### config.mk
export PLATFORM = sky130hd
export DESIGN_NAME = divmmc_spi
export DESIGN_NICKNAME = d
export VERILOG_FILES = /design/src/rtl/divmmc_spi.sv
export SDC_FILE = /design/constraint.sdc
export NUM_CORES = 1
export LEC_CHECK = 0
export ABC_CLOCK_PERIOD_IN_PS = 4400
export BUFFER_PORTS_ARGS = -buffer_cell sky130_fd_sc_hd__buf_2
export CORE_AREA = 2 2 65 67
export CTS_CLUSTER_DIAMETER = 200
export DETAILED_ROUTE_END_ITERATION = 6
export DIE_AREA = 0 0 67 69
export PLACE_DENSITY = 0.68
export SLEW_MARGIN = 10
export SYNTH_ARGS = -nofsm -noshare
export SYNTH_HDL_FRONTEND = slang
export SYNTH_SLANG_ARGS = --single-unit
export TNS_END_PERCENT = 1
### constraint.sdc
create_clock -name clk_sys -period 4.4 [get_ports clk_sys]
set_clock_uncertainty 0.05 [all_clocks]
set_input_delay 0.88 -clock clk_sys [delete_from_list [all_inputs] [get_ports clk_sys]]
set_output_delay 0.88 -clock clk_sys [all_outputs]
set_load 0.01 [all_outputs]
### src/rtl/divmmc_spi.sv
// rtl/divmmc_spi.sv - DivMMC CPU-side SPI master (mode 0, byte transfers, MSB first)
module divmmc_spi #(
    parameter int CLK_DIV = 2
) (
    input  logic       clk_sys,
    input  logic       reset,
    input  logic [7:0] cpu_din,
    input  logic       data_wr,
    input  logic       data_rd,
    input  logic       ctrl_wr,
    output logic [7:0] cpu_dout,
    output logic       busy,
    output logic       sd_cs,
    output logic       sd_sck,
    output logic       sd_sdi,
    input  logic       sd_sdo
);

    typedef enum logic {
        ST_IDLE = 1'b0,
        ST_XFER = 1'b1
    } state_t;

    localparam logic [7:0] DIV_LAST = 8'(CLK_DIV - 1);

    state_t     state;
    state_t     state_next;
    logic [7:0] tx_shift;
    logic [7:0] rx_shift;
    logic [7:0] rx_data;
    logic [7:0] div_cnt;
    logic [2:0] bit_cnt;

    logic phase_end;
    logic sck_rise;
    logic sck_fall;
    logic last_fall;
    logic start;

    always_ff @(posedge clk_sys or posedge reset) begin
        if (reset) begin
            state <= ST_IDLE;
        end else begin
            state <= state_next;
        end
    end

    // The completion edge doubles as an accept slot so bytes can run back to back.
    always_comb begin
        state_next = state;
        phase_end  = (div_cnt == DIV_LAST);
        sck_rise   = 1'b0;
        sck_fall   = 1'b0;
        last_fall  = 1'b0;
        start      = 1'b0;
        case (state)
            ST_IDLE: begin
                start = data_wr | data_rd;
            end
            ST_XFER: begin
                if (phase_end) begin
                    sck_rise  = ~sd_sck;
                    sck_fall  = sd_sck;
                    last_fall = sd_sck & (bit_cnt == 3'd7);
                end
                start = last_fall & (data_wr | data_rd);
            end
            default: begin
                state_next = ST_IDLE;
            end
        endcase
        if (start) begin
            state_next = ST_XFER;
        end else if (last_fall) begin
            state_next = ST_IDLE;
        end
    end

    always_ff @(posedge clk_sys or posedge reset) begin
        if (reset) begin
            sd_cs    <= 1'b1;
            sd_sck   <= 1'b0;
            tx_shift <= 8'hFF;
            rx_shift <= 8'hFF;
            rx_data  <= 8'hFF;
            div_cnt  <= 8'd0;
            bit_cnt  <= 3'd0;
        end else begin
            if (ctrl_wr) begin
                sd_cs <= cpu_din[0];
            end
            if (last_fall) begin
                rx_data <= rx_shift;
            end
            if (start) begin
                tx_shift <= data_wr ? cpu_din : 8'hFF;
                sd_sck   <= 1'b0;
                div_cnt  <= 8'd0;
                bit_cnt  <= 3'd0;
            end else if (state == ST_XFER) begin
                div_cnt <= phase_end ? 8'd0 : div_cnt + 8'd1;
                if (sck_rise) begin
                    sd_sck   <= 1'b1;
                    rx_shift <= {rx_shift[6:0], sd_sdo};
                end
                if (sck_fall) begin
                    sd_sck   <= 1'b0;
                    tx_shift <= {tx_shift[6:0], 1'b1};
                    bit_cnt  <= bit_cnt + 3'd1;
                end
            end
        end
    end

    // tx_shift fills with ones, so it reads 0xFF whenever idle and MOSI idles high.
    assign sd_sdi   = tx_shift[7];
    assign busy     = (state == ST_XFER);
    assign cpu_dout = rx_data;

endmodule
==> impl_metrics.yaml, run 1 <==
status:
  status: "completed"
clock_network:
  htreeDepth: 2
  cts_root_buffer: "clkbuf_8"
  cts_resized: 0
  numCtsBuffers: 5
  cts_tree: "yes"
  clk_path_buf_depth: 2
  clock-sinks: 38
  hold_buffers: 0
  cts_setup_buffers: 0
  insertion_delay_ps: 290
  clk_pin_slew_worst_paths_ps: 70
cells_and_area:
  n_fill_cell: 365
  fin_nets: 196
  regArea_um2: 982.2
  drive_above_1_share_pct: 46.93
  antenna_cells: 0
  finish.utilization_pct: 53.96
  multiInputGateArea_um2: 787.0
  final_cell_mix: "dfstp_2, buf_2, mux2_2, inv_1, dfrtp_1"
  syn2layout_area_growth_pct: 13.29
synth:
  synth-seq-cells: 38
  async_flop_share_pct: 100.0
  netlist_area_um2: 1864
  synth.top_cell.area_share_pct: 35.23
  synth.net_count: 171
  synthDistinctLibCells: 37
  yosysWarnings: 0
  synth-main-ff-cell: "dfstp_2"
  synthCells: 153
  synth-seq-area-share_pct: 52.68
  synth-edff-count: 0
  synth_area_leader_cell: "dfstp_2"
  synth.avg_cell_area_um2: 12.18
  synth_area_leaders: "dfstp_2, dfrtp_1, mux2_2, a22o_1, a211o_1"
placement:
  io_buffers: 25
  hpwlAfterDp_mm: 2.306
  post-place-ws_ps: 1971
  gp_congestion: 0.8124
drt:
  vias: 1242
  postRouteAntennaNets: 0
  dr.first_iter.drc_count: 40
  drcViolationCount: 0
  totalWireLength_mm: 3.192
  firstDrtPassIters: 4
  viasPerCell: 5.424
  wl_per_cell_um: 13.94
grt:
  overflow: 0
  track_usage_pct: 16.15
  grt_pass1_wl_mm: 5.782
  antenna_found_initial: 0
  grt_pass1_vias: 1232
  grt_max_degree: 39
worst_setup_path:
  crit_end: "cpu_dout[3]"
  crit_type: "flip-flop to flip-flop"
  crit_start: "div_cnt[1]"
  crit_path_max_incr_delay_ps: 720
  r2r_slack_ps: 1990
  worstReg2RegStart: "div_cnt[1]"
  r2r-end: "cpu_dout[3]"
  crit_fanout: 13
  crit_path_start_kind: "flip-flop"
  arrival_ps: 2570
  crit_chain: "inv_1 > ha_1 > nor4b_4 > and2_0 > nand4_4 > mux2_2"
  worstRegToRegCells: 6
  required_ps: 4560
  endpoint_kind: "flip-flop"
  cp_slowest_cell: "and2_0"
timing:
  setup-tns-final_ps: 0
  setup_slack_ps: 1992
  fin_crit_sh_pct: 54.72
  finalHoldViolations: 0
  fmax_mhz: 415.4
  period_minus_slack_ps: 2408
  worst_pin_slew_ps: 826.9
  rsz0062_at_grt: "false"
  slew-limit-headroom_pct: 44.84
  setup_violations: 0
  drv_slew: 0
floorplan:
  core.rowCount: 23
  io_pins: 26
  design.die.area_um2: 4623
  core_area_um2: 3914
  floorplan.initialDensity_pct: 47.63
  die_w_um: 67
  die_h_um: 69
job:
  maxCapViolCount: 0
power_and_ir_drop:
  p_per_area_nw_per_um2: 547.1
  peakVddDrop_uv: 356.0
  leakage_nw: 0.9813
  total_power_mw: 1.156
min_path:
  hold_path_class: "flip-flop to flip-flop"
## area by class of cell
cell class / count / area share, %
multi-input cells: 93 / 37.26
repair buffers: 26 / 6.280
clock inverters: 2 / 0.5924
flip-flops and latches: 38 / 46.50
clock buffers: 6 / 3.910
inverters: 14 / 2.488
well taps: 50 / 2.962
## critical path, delay by kind of cell, from the launching register on
family,cells,cell delay [ps]
simple gates,3,1290
flops,1,430
mux,1,350
fa+ha+maj,1,150
buf+inv,1,70
## logic make-up (layout without fill, tap and decap cells)
group,count (synthesis),in the layout,share of synthesized area [%]
DFF,38,38,52.68
xor gates and xnor gates,5,5,2.349
buffers and inverters,22,48,5.101
adders and majority gates,4,4,2.685
muxes,19,19,11.41
and+or+nand+nor,28,28,9.933
AOI/OAI and AO/OA,37,37,15.84
## state kept, by name, indices dropped and copies added (netlist names)
| signal | flops |
|---|---|
| div_cnt | 8 |
| sd_cs | 1 |
| busy | 1 |
| bit_cnt | 3 |
| cpu_dout | 8 |
| sd_sck | 1 |
| rx_shift | 8 |
| tx_shift | 8 |
## synthesized netlist by cell type, types with 2 or more instances
| cell | instances |
|---|---|
| o31ai_1 | 2 |
| mux2_2 | 18 |
| a211o_1 | 7 |
| nor3_1 | 2 |
| a31oi_1 | 8 |
| dfstp_2 | 25 |
| nand4_1 | 2 |
| xnor2_1 | 3 |
| nor2_1 | 9 |
| dfrtp_1 | 13 |
| xor2_1 | 2 |
| nand2_1 | 7 |
| or3_1 | 2 |
| buf_2 | 4 |
| a22o_1 | 8 |
| ha_1 | 4 |
| buf_4 | 2 |
| inv_1 | 14 |
| o21ai_0 | 2 |
| clkbuf_1 | 2 |
## worst min-delay path by stage
| stage | from | to | slack [ps] | cells after the start |
|---|---|---|---|---|
| after CTS | tx_shift[0] | tx_shift[0] | 430 | 2 |
| after detailed placement | tx_shift[0] | tx_shift[0] | 420 | 2 |
| after global routing | tx_shift[0] | tx_shift[0] | 440 | 2 |
| after global placement | tx_shift[0] | tx_shift[0] | 410 | 2 |
| after floorplan | tx_shift[0] | tx_shift[0] | 390 | 2 |
| final | tx_shift[0] | tx_shift[0] | 430 | 2 |
## where the power goes
| group | switching, mW | internal, mW | total [mW] |
|---|---|---|---|
| combinational | 0.115 | 0.162 | 0.277 |
| clock | 0.118 | 0.126 | 0.244 |
| sequential | 0.0950 | 0.540 | 0.635 |
## metal layers
| metal | global-route usage (%) | routed length, µm |
|---|---|---|
| met1 | 21.94 | 1451 |
| met3 | 4.405 | 126 |
| met5 | 0 | 0 |
| met4 | 7.256 | 57 |
| met2 | 23.87 | 1556 |
## metrics by stage
| step | hold WS [ps] | cell area, µm² | cells |
|---|---|---|---|
| global route | 444.2 | 2112 | 229 |
| finish | 429.2 | 2112 | 229 |
| CTS | 429.7 | 2112 | 229 |
| global placement | 406.9 | 2017 | 221 |
| floorplan | 388.9 | 1864 | 153 |
| detailed placement | 417.5 | 2017 | 221 |
No activity file was read; power rests on OpenSTA's default activity.
==> run 2: changes to the inputs <==
ABC_CLOCK_PERIOD_IN_PS = 2250   (was 4400)
clock period = 2.25 ns   (was 4.4 ns; I/O delays follow)
==> impl_metrics.yaml, run 2 (same netlist as run 1, synthesis figures left out) <==
worst_setup_path:
  worstReg2RegStart: "div_cnt[1]"
  endpoint_kind: "flip-flop"
  cp_slowest_cell: "dfrtp_1"
  crit_fanout: 13
  crit_path_max_incr_delay_ps: 420
  crit_type: "flip-flop to flip-flop"
  arrival_ps: 2120
  crit_path_start_kind: "flip-flop"
  required_ps: 2420
  crit_chain: "inv_1 > ha_1 > nor4b_4 > and2_0 > buf_4 > nand4_4 > mux2_2"
  crit_start: "div_cnt[1]"
clock_network:
  cts_tree: "yes"
  hold_buffers: 0
  insertion_delay_ps: 290
  numCtsBuffers: 5
  cts_resized: 0
  htreeDepth: 2
  clk_pin_slew_worst_paths_ps: 80
  clk_path_buf_depth: 2
  cts_setup_buffers: 0
  cts_root_buffer: "clkbuf_8"
  clock-sinks: 38
grt:
  track_usage_pct: 17.33
  grt_pass1_wl_mm: 6.147
  antenna_found_initial: 0
  grt_pass1_vias: 1298
  overflow: 0
  grt_max_degree: 17
timing:
  fmax_mhz: 510.3
  setup-tns-final_ps: 0
  drv_slew: 0
  finalHoldViolations: 0
  slew-limit-headroom_pct: 58.27
  holdWs_ps: 169.8
  setup_violations: 0
  worst_pin_slew_ps: 625.2
  rsz0062_at_grt: "false"
  fin_crit_sh_pct: 87.09
  period_minus_slack_ps: 1959
cells_and_area:
  drive_above_1_share_pct: 48.09
  finish.utilization_pct: 54.60
  antenna_cells: 0
  fin_nets: 200
  final_cell_mix: "dfstp_2, buf_2, mux2_2, inv_1, dfrtp_1"
  final_cells: 233
  syn2layout_area_growth_pct: 14.63
floorplan:
  design.die.area_um2: 4623
  die_h_um: 69
  die_w_um: 67
  core_area_um2: 3914
  io_pins: 26
  floorplan.initialDensity_pct: 47.63
  core.rowCount: 23
placement:
  gp_congestion: 0.8814
  io_buffers: 25
  hpwlAfterDp_mm: 2.492
  dp.cells: 225
drt:
  wl_per_cell_um: 14.91
  dr.first_iter.drc_count: 32
  totalWireLength_mm: 3.474
  firstDrtPassIters: 4
  viasPerCell: 5.498
  postRouteAntennaNets: 0
  vias: 1281
  drcViolationCount: 0
power_and_ir_drop:
  peakVddDrop_uv: 490.9
  p_per_area_nw_per_um2: 1057
  leakage_nw: 0.9968
status:
  status: "completed"
min_path:
  hold_path_class: "input port to asynchronous set/reset pin"
job:
  maxCapViolCount: 0
==> run 2: worst max-delay path: cells and delay by family (launching register included) <==
family | cells | cell delay (ps)
muxes | 1 | 340
adders and majority gates | 1 | 140
buffers and inverters | 2 | 280
and+or+nand+nor | 3 | 650
DFF | 1 | 420
==> run 2: final timing paths <==
check,end,slack [ps],depth (start not counted)
min,div_cnt[6],170,2
max in group asynchronous,rx_shift[5],1260,3
min in group clk_sys,tx_shift[0],340,3
max,cpu_dout[5],290,7
max reg2reg,cpu_dout[5],290,7
min reg2reg,tx_shift[0],420,2
==> run 2: cell type report <==
type | count | area, µm²
tap | 50 | 62.56
clock buffer | 5 | 68.82
timing repair buffer | 30 | 162.7
multi-input combinational | 93 | 787.0
fill | 368 | 1777
clock inverter | 3 | 21.27
inverter | 14 | 52.55
sequential | 38 | 982.2
==> run 2: layer usage <==
metal | GRT usage (%) | wire (µm)
met2 | 25.41 | 1717
met3 | 5.220 | 171
met5 | 0 | 0
met4 | 8.163 | 78
met1 | 23.23 | 1506
==> run 2: power breakdown <==
group / internal [mW] / leakage, nW / switching, mW / total (mW)
Clock: 0.217 / 0.0441 / 0.247 / 0.464
Sequential: 1.06 / 0.429 / 0.185 / 1.24
Combinational: 0.320 / 0.523 / 0.232 / 0.552
Total: 1.59 / 0.997 / 0.664 / 2.26
==> run 2: stage by stage <==
step,area [µm²],power [mW],setup slack (ps)
after floorplan,1864,1.620,505.9
after global placement,2047,1.776,373.1
after detailed placement,2047,1.817,306.6
after CTS,2137,2.293,283.1
after global routing,2137,2.409,147.3
final,2137,2.258,290.6
==> run 3: changes to the inputs <==
CTS_BUF_LIST = sky130_fd_sc_hd__clkbuf_4   (was default)
==> impl_metrics.yaml, run 3 (same netlist as run 1, synthesis figures left out) <==
clock_network:
  clock-sinks: 38
  hold_buffers: 0
  cts_root_buffer: "clkbuf_4"
  clk_pin_slew_worst_paths_ps: 120
  cts_resized: 0
  cts_setup_buffers: 0
  clk_path_buf_depth: 2
  htreeDepth: 2
  insertion_delay_ps: 350
  cts_tree: "yes"
  numCtsBuffers: 5
placement:
  dpl_cell_area_um2: 2047
  io_buffers: 25
  hpwlAfterDp_mm: 2.492
  gp_congestion: 0.8814
worst_setup_path:
  crit_chain: "inv_1 > ha_1 > nor4b_4 > and2_0 > buf_4 > nand4_4 > mux2_2"
  crit_path_max_incr_delay_ps: 440
  crit_path_start_kind: "flip-flop"
  required_ps: 2480
  cp_slowest_cell: "dfrtp_1"
  crit_fanout: 13
  crit_type: "flip-flop to flip-flop"
  endpoint_kind: "flip-flop"
  arrival_ps: 2190
floorplan:
  io_pins: 26
  core_area_um2: 3914
  die_w_um: 67
  floorplan.initialDensity_pct: 47.63
  die_h_um: 69
  core.rowCount: 23
  design.die.area_um2: 4623
timing:
  holdWs_ps: 106.2
  slew-limit-headroom_pct: 58.11
  setup_violations: 0
  fin_crit_sh_pct: 87.43
  worst_pin_slew_ps: 627.6
  fmax_mhz: 508.3
  period_minus_slack_ps: 1967
  setup-tns-final_ps: 0
  finalHoldViolations: 0
  rsz0062_at_grt: "false"
  drv_slew: 0
power_and_ir_drop:
  netSwitchingPower_mw: 0.6516
  share_seq_of_total_power_pct: 57.7
  combPwrFrac_pct: 25.7
  peakVddDrop_uv: 502.3
  p_int_mw: 1.496
  p_sw_share_pct: 30.33
  leakage_nw: 0.9838
  p_per_area_nw_per_um2: 1020
  clock_power_share_pct: 16.6
cells_and_area:
  syn2layout_area_growth_pct: 12.95
  final_cell_mix: "dfstp_2, buf_2, mux2_2, inv_1, dfrtp_1"
  finish.utilization_pct: 53.80
  drive_above_1_share_pct: 48.09
  antenna_cells: 0
  finalInstanceArea_um2: 2106
  fin_nets: 200
drt:
  vias: 1299
  dr.first_iter.drc_count: 37
  firstDrtPassIters: 4
  wl_per_cell_um: 14.83
  totalWireLength_mm: 3.455
  postRouteAntennaNets: 0
  drcViolationCount: 0
  viasPerCell: 5.575
grt:
  track_usage_pct: 17.10
  overflow: 0
  grt_pass1_vias: 1283
  grt_pass1_wl_mm: 6.085
  antenna_found_initial: 0
  grt_max_degree: 17
job:
  maxCapViolCount: 0
status:
  status: "completed"
min_path:
  hold_path_class: "input port to asynchronous set/reset pin"
run 3: cell counts in the layout (fill, tap and decap cells not counted):
Identical to the previous run, type by type.
run 3: path summary, 6_finish.rpt:
check                             from          end  slack, ps  cells after the start
hold reg to reg            tx_shift[0]  tx_shift[0]        430                      2
hold / removal                   reset   div_cnt[6]        110                      2
min in group clk_sys        cpu_din[0]  tx_shift[0]        280                      3
max in group asynchronous        reset  cpu_dout[6]       1320                      3
setup reg to reg            div_cnt[1]  cpu_dout[5]        280                      7
setup / recovery            div_cnt[1]  cpu_dout[5]        280                      7
run 3: cell type report:
| class | instances | area, µm² |
|---|---|---|
| clock buffers | 5 | 37.54 |
| inverters | 14 | 52.55 |
| repair buffers | 30 | 162.7 |
| multi-input cells | 93 | 787.0 |
| flip-flops and latches | 38 | 982.2 |
| clock inverters | 3 | 21.27 |
| well taps | 50 | 62.56 |
| fillers | 370 | 1808 |
run 3: power by group through the flow:
stage	Combinational, mW	Clock [mW]	Sequential (mW)
finish	0.553	0.356	1.24
global route	0.610	0.407	1.28
CTS	0.565	0.371	1.24
detailed placement	0.562	0	1.25
global placement	0.540	0	1.24
floorplan	0.394	0	1.23
run 3: stage by stage:
| step | cells | worst slack, ps | power, mW |
|---|---|---|---|
| global placement | 225 | 373.1 | 1.776 |
| global route | 233 | 131.9 | 2.297 |
| CTS | 233 | 270.6 | 2.178 |
| detailed placement | 225 | 306.6 | 1.817 |
| finish | 233 | 282.7 | 2.148 |
| floorplan | 153 | 505.9 | 1.620 |
run 3: critical path, delay by kind of cell (launching register included):
kind,cells,cell delay [ps]
AND/OR/NAND/NOR,3,660
multiplexers,1,340
flip-flops,1,440
buffers and inverters,2,280
adder cells (fa/ha/maj),1,140
run 3: per-layer routing:
metal  track usage, %  part of all wire (%)  up-vias
li1                 -                     -      614
met1            23.13                    44      632
met2            25.52                    49       47
met3            5.710                   5.9        6
met4            5.896                   1.3        0
met5                0                     0        -
